<file path="src/rtl/apb_pkg.sv">
// Shared APB definitions: FSM state encoding, default bus widths and the
// response-status record used by initiators and decoders on this bus.
package apb_pkg;

  localparam int unsigned APB_ADDR_WIDTH = 32;
  localparam int unsigned APB_DATA_WIDTH = 32;
  localparam int unsigned APB_STB_WIDTH  = APB_DATA_WIDTH / 8;

  typedef enum logic [1:0] {
    ST_IDLE   = 2'd0,
    ST_SETUP  = 2'd1,
    ST_ACCESS = 2'd2,
    ST_RESP   = 2'd3
  } apb_state_e;

  typedef struct packed {
    logic err;
    logic timeout;
  } apb_status_t;

endpackage

</file>
<file path="src/rtl/apb_initiator.sv">
// Single-outstanding APB initiator: a valid/ready command becomes one APB
// setup/access pair, and its status/read data come back on a valid/ready port.
module apb_initiator
  import apb_pkg::*;
#(
  parameter int unsigned ADDR_WIDTH = APB_ADDR_WIDTH,
  parameter int unsigned DATA_WIDTH = APB_DATA_WIDTH,
  parameter int unsigned TIMEOUT    = 256,
  parameter int unsigned TO_WIDTH   = 16
) (
  input  logic                    clk,
  input  logic                    rts_n,
  input  logic                    cmd_valid,
  output logic                    cmd_ready,
  input  logic                    cmd_write,
  input  logic [ADDR_WIDTH-1:0]   cmd_addr,
  input  logic [DATA_WIDTH-1:0]   cmd_wdata,
  input  logic [DATA_WIDTH/8-1:0] cmd_stb,
  output logic                    rsp_valid,
  input  logic                    rsp_ready,
  output logic [DATA_WIDTH-1:0]   rsp_rdata,
  output logic                    rsp_err,
  output logic                    rsp_timeout,
  output logic [ADDR_WIDTH-1:0]   paddr,
  output logic [DATA_WIDTH-1:0]   pdata,
  input  logic [DATA_WIDTH-1:0]   prdata,
  output logic                    psel,
  output logic                    penable,
  output logic                    pwrite,
  output logic [DATA_WIDTH/8-1:0] pstb,
  input  logic                    pready,
  input  logic                    perr
);

  // Last ACCESS count before abort; unused when TIMEOUT is 0.
  localparam logic [TO_WIDTH-1:0] TO_LAST =
    (TIMEOUT == 0) ? '0 : TO_WIDTH'(TIMEOUT - 1);

  apb_state_e            state;
  logic [TO_WIDTH-1:0]   to_cnt;
  apb_status_t           status;

  assign rsp_err     = status.err;
  assign rsp_timeout = status.timeout;

  always_ff @(posedge clk) begin
    if (!rts_n) begin
      state     <= ST_IDLE;
      to_cnt    <= '0;
      status    <= '0;
      cmd_ready <= 1'b0;
      rsp_valid <= 1'b0;
      rsp_rdata <= '0;
      paddr     <= '0;
      pdata     <= '0;
      psel      <= 1'b0;
      penable   <= 1'b0;
      pwrite    <= 1'b0;
      pstb      <= '0;
    end else begin
      unique case (state)
        ST_IDLE: begin
          if (cmd_ready && cmd_valid) begin
            cmd_ready <= 1'b0;
            psel      <= 1'b1;
            paddr     <= {cmd_addr[ADDR_WIDTH-1:2], 2'b00};
            pwrite    <= cmd_write;
            pstb      <= cmd_write ? cmd_stb : '0;
            pdata     <= cmd_write ? cmd_wdata : '0;
            state     <= ST_SETUP;
          end else begin
            cmd_ready <= 1'b1;
          end
        end
        ST_SETUP: begin
          penable <= 1'b1;
          state   <= ST_ACCESS;
        end
        ST_ACCESS: begin
          // pready is checked first so it wins on the timeout cycle.
          if (pready) begin
            psel      <= 1'b0;
            penable   <= 1'b0;
            rsp_valid <= 1'b1;
            rsp_rdata <= pwrite ? '0 : prdata;
            status    <= '{err: perr, timeout: 1'b0};
            state     <= ST_RESP;
          end else begin
            to_cnt <= to_cnt + TO_WIDTH'(1);
            if (TIMEOUT != 0 && to_cnt == TO_LAST) begin
              psel      <= 1'b0;
              penable   <= 1'b0;
              rsp_valid <= 1'b1;
              rsp_rdata <= '0;
              status    <= '{err: 1'b1, timeout: 1'b1};
              state     <= ST_RESP;
            end
          end
        end
        ST_RESP: begin
          if (rsp_ready) begin
            rsp_valid <= 1'b0;
            cmd_ready <= 1'b1;
            to_cnt    <= '0;
            state     <= ST_IDLE;
          end
        end
        default: state <= ST_IDLE;
      endcase
    end
  end

endmodule

</file>
<file path="config.mk">
export PLATFORM = sky130hd
export DESIGN_NAME = apb_initiator
export DESIGN_NICKNAME = d
export VERILOG_FILES = /design/src/rtl/apb_pkg.sv /design/src/rtl/apb_initiator.sv
export SDC_FILE = /design/constraint.sdc
export NUM_CORES = 1
export LEC_CHECK = 0
export CAP_MARGIN = 25
export CORE_MARGIN = 4
export CORE_UTILIZATION = 62
export CTS_CLUSTER_SIZE = 14
export DETAILED_ROUTE_END_ITERATION = 8
export DONT_BUFFER_PORTS = 1
export HOLD_SLACK_MARGIN = 0.05
export PLACE_DENSITY = 0.88
export SLEW_MARGIN = 20
export SYNTH_ARGS = -nofsm -noshare
export SYNTH_HDL_FRONTEND = slang
export SYNTH_SLANG_ARGS = --single-unit
</file>
<file path="constraint.sdc">
create_clock -name clk -period 2.1 [get_ports clk]
set_input_delay 0.42 -clock clk [delete_from_list [all_inputs] [get_ports clk]]
set_output_delay 0.42 -clock clk [all_outputs]
set_load 0.1 [all_outputs]
</file>
==> results.env <==
STATUS='complete, but fails checks'
FAILED_CHECKS='negative setup slack'
FINALSETUPVIOLATIONS=1
CLOCK_INSERTION_DELAY_WORST_SKEW_NS=0.52
POSTSYNTH.ASYNCRESETSHARE_PCT=0
PLACEMENTROWS=31
GLOBALROUTEOVERFLOWTOTAL=0
CRITPATHCAPTURE='rsp_rdata[17]'
NUMBER_OF_LEVELS_IN_THE_CLOCK_H_TREE=4
TIMING_MAX_TRANSITION_VIOLATIONS_FINAL=0
PLACEMENT.SETUP.WORST_SLACK_NS=0.169
WORST-SETUP-PATH-TYPE='register to register'
VIASPERCELL=6.49
PATH_CELLS='ha_1 > and3b_1 > and4_2 > o21ai_2 > buf_6 > a32o_1'
FIN_WS_NS=-0.0257
R2R.WORST_PATH.CELLS=6
CTS-BUFFERS-INSERTED=17
DIE_W_UM=94.5
HOLD_PATH.CLASS='input port to register'
POWER.DENSITY_nW_PER_UM2=1370
NUMBER_OF_SETUP_BUFFERS_ADDED_AFTER_CTS=0
CRITICAL_PATH_S_TOP_DELAY_FAMILY='compound AO/OA/AOI/OAI gates'
DRTPASS1ITERATIONS=6
CRIT_REQUIRED_NS=2.51
MAX-CAP-VIOLATIONS=0
ANTENNA_LEFT=0
DIE_AREA_UM2=8930
YOSYS_WARNINGS=0
MAX-VDD-IR-DROP_mV=0.979
DIE_Y_UM=94.5
REGISTER_CLOCK_PIN_SLEW_ON_THE_REPORTED_WORST_SETUP_AND_HOLD_PATHS_NS=0.06
FINALCRITPERIODSHARE_PCT=101
SYNTH_SEQ_AREA_SHARE_PCT=53.1
AVGSYNTHCELLAREA_UM2=8.96
STDCELL_COUNT=781
TIMING.CRITICAL_PATH.FROM='to_cnt[0]'
GRT_MAX_DEGREE=68
SYNTHCELLS=518
INITIAL_UTILIZATION_PCT=64.0
COUNT_OF_FLIP_FLOPS_WITH_A_BUILT_IN_ENABLE_AFTER_SYNTHESIS=0
NNETSFINAL=780
ROUTED_WIRELENGTH_MM=19.2
YOSYS_REGISTER_BITS=123
TIMING.FMAX_MHz=470
CLOCKROOTBUFFER='sky130_fd_sc_hd__clkbuf_8'
SLOWEST_STAGE='sky130_fd_sc_hd__dfxtp_1'
ANTENNA_FOUND_INITIAL=0
GP_CONGESTION=0.804
CP-START-KIND='register'
ROUTE.DETAILED.DRC=0
REG2REG_SLACK_NS=-0.03
CP_NUM_CELLS=6
GR-USAGE-ALL-LAYERS_PCT=40.7
MIN_PERIOD_NS=2.13
VIAS=5067
WORSTREG2REGSTART='to_cnt[0]'
FIRST_GLOBAL_VIAS=5087
SETUP.WORST_PATH.END_CLASS='register'
ANTENNA_CELLS=0
POST_SYNTH_INSTANCE_AREA_UM2=4640
CLKSINKCOUNT=123
DPL.CELL_COUNT=690
STATIC-LEAKAGE-POWER_nW=2.65
YS_DOMINANT_REG_CELL='sky130_fd_sc_hd__dfxtp_1'
LAYOUT-DRIVE-GT1-SHARE_PCT=24.8
FINALHOLDVIOLCOUNT=0
DRT_ITER0_MARKERS=601
CTS_TREE='done'
CRITICAL_PATH.N_BUFFERS_INVERTERS=1
LAYOUT.FILLER_CELLS=246
HPWLAFTERDP_MM=8.62
PIN_COUNT=214
CORE_UM2=7250
FIN_SKEW_NS=0.0112
CTS_BUFFER_DEPTH=2
DETAIL_ROUTE.WL_PER_CELL_UM=24.5
IO_BUFFER_COUNT=0
RR_ENDPOINT='rsp_rdata[17]'
GLOBAL_ROUTE_WIRE_LENGTH_BEFORE_REPAIR_MM=27.3
WORST-PATH-MAX-FANOUT=26
CRIT_PATH_MAX_INCR_DELAY_NS=0.35
LAYOUT-AREA-OVERHEAD-VS-SYNTH_PCT=44.5
YOSYSUNIQUECELLTYPES=50
WORST-ENDPOINT-ARRIVAL_NS=2.54
==> layer usage <==
metal	up-vias	wire (um)	track usage (%)
li1	2135	-	-
met1	2279	5960	40.1
met2	521	9360	66.7
met3	132	2540	19.4
met4	0	1310	29.7
met5	-	0	0
==> per-stage QoR <==
step	instance area [um2]	utilization [%]	hold WS (ns)	total power, mW	TNS, ns
after floorplan	4640	-	0.452	5.20	0
after global placement	5480	75.6	0.434	5.73	0
after detailed placement	5480	75.6	0.447	5.80	0
after CTS	6600	91.0	0.0508	8.91	0
after global routing	6700	92.4	0.0491	9.40	-0.199
final	6700	92.4	0.0554	9.18	-0.0257
==> cell usage after synthesis (2+ instances only) <==
cell / number / area (um2)
sky130_fd_sc_hd__and4_1: 2 / 17.5
sky130_fd_sc_hd__buf_2: 8 / 40.0
sky130_fd_sc_hd__xnor2_1: 2 / 17.5
sky130_fd_sc_hd__nor3_1: 3 / 15.0
sky130_fd_sc_hd__dfxtp_1: 123 / 2460
sky130_fd_sc_hd__a21oi_1: 80 / 400
sky130_fd_sc_hd__inv_1: 7 / 26.3
sky130_fd_sc_hd__clkbuf_1: 28 / 105
sky130_fd_sc_hd__a31o_2: 2 / 17.5
sky130_fd_sc_hd__nor2b_1: 2 / 12.5
sky130_fd_sc_hd__nor4_1: 2 / 12.5
sky130_fd_sc_hd__or4_1: 5 / 37.5
sky130_fd_sc_hd__nand4_1: 4 / 25.0
sky130_fd_sc_hd__xor2_1: 4 / 35.0
sky130_fd_sc_hd__ha_1: 4 / 50.1
sky130_fd_sc_hd__nor2_1: 7 / 26.3
sky130_fd_sc_hd__a32o_1: 32 / 320
sky130_fd_sc_hd__buf_1: 2 / 7.51
sky130_fd_sc_hd__nand3_2: 2 / 20.0
sky130_fd_sc_hd__or3_1: 2 / 12.5
sky130_fd_sc_hd__buf_4: 4 / 30.0
sky130_fd_sc_hd__and2_1: 2 / 12.5
sky130_fd_sc_hd__nand3_1: 43 / 215
sky130_fd_sc_hd__o21ai_0: 6 / 30.0
sky130_fd_sc_hd__nand2_1: 110 / 413
sky130_fd_sc_hd__mux2i_1: 2 / 20.0
sky130_fd_sc_hd__o31ai_1: 7 / 52.6
==> kinds of logic (layout without fill, tap and decap cells) <==
kind of cell | Yosys count | after routing | synth area share, %
AOI/OAI and AO/OA | 136 | 136 | 19.4
xor gates and xnor gates | 6 | 6 | 1.13
adders and majority gates | 4 | 4 | 1.08
buffers and inverters | 52 | 215 | 4.94
DFF | 123 | 123 | 53.1
muxes | 3 | 3 | 0.755
other | 1 | 2 | 0.0808
and+or+nand+nor | 193 | 193 | 19.6
==> final cells by class <==
class                      count  area (um2)  share of cell area (%)
tap                           99         124                    1.85
timing repair buffer         175        1490                    22.3
clock inverter                14         196                    2.93
sequential                   123        2460                    36.8
multi-input combinational    344        1980                    29.5
inverter                       8        30.0                   0.448
clock buffer                  18         418                    6.23
==> what timing repair did <==
action,in CTS,in global routing
endpoints found under the hold margin,52,7
gates resized for setup,0,6
endpoints found under the setup margin,0,39
hold buffers,50,9
==> flip-flops by register name (all words and copies together), names as in the netlist <==
register / flops
pwrite: 1
paddr: 30
state: 2
rsp_rdata: 32
cmd_ready: 1
rsp_err: 1
pstb: 4
rsp_timeout: 1
penable: 1
psel: 1
to_cnt: 16
rsp_valid: 1
pdata: 32
==> placed cells by master (no fill, tap or decap), drive strengths merged, types with 9 or more instances in the layout <==
cell and count:
dfxtp 123, buf 116, nand2 110, a21oi 81, dlygate4sd3 59, nand3 45
a32o 32, clkbuf 18, inv 9
==> worst min path at each step <==
stage	from	endpoint	slack (ns)	cells after the start
2_1_floorplan	to_cnt[15]	to_cnt[15]	0.45	2
3_3_place_gp	rsp_err	rsp_err	0.43	2
3_5_place_dp	paddr[10]	paddr[10]	0.45	2
4_1_cts	cmd_addr[6]	paddr[6]	0.05	2
5_1_grt	prdata[28]	rsp_rdata[28]	0.05	1
6_report	cmd_write	pdata[1]	0.06	2
==> where the power goes <==
group / total [mW] / internal (mW) / switching, mW / leakage, nW
Sequential: 2.77 / 2.59 / 0.173 / 0.996
Combinational: 3.34 / 0.712 / 2.63 / 1.36
Clock: 3.07 / 1.93 / 1.14 / 0.291
Total: 9.18 / 5.24 / 3.94 / 2.65
No activity file was read; power rests on OpenSTA's default activity.
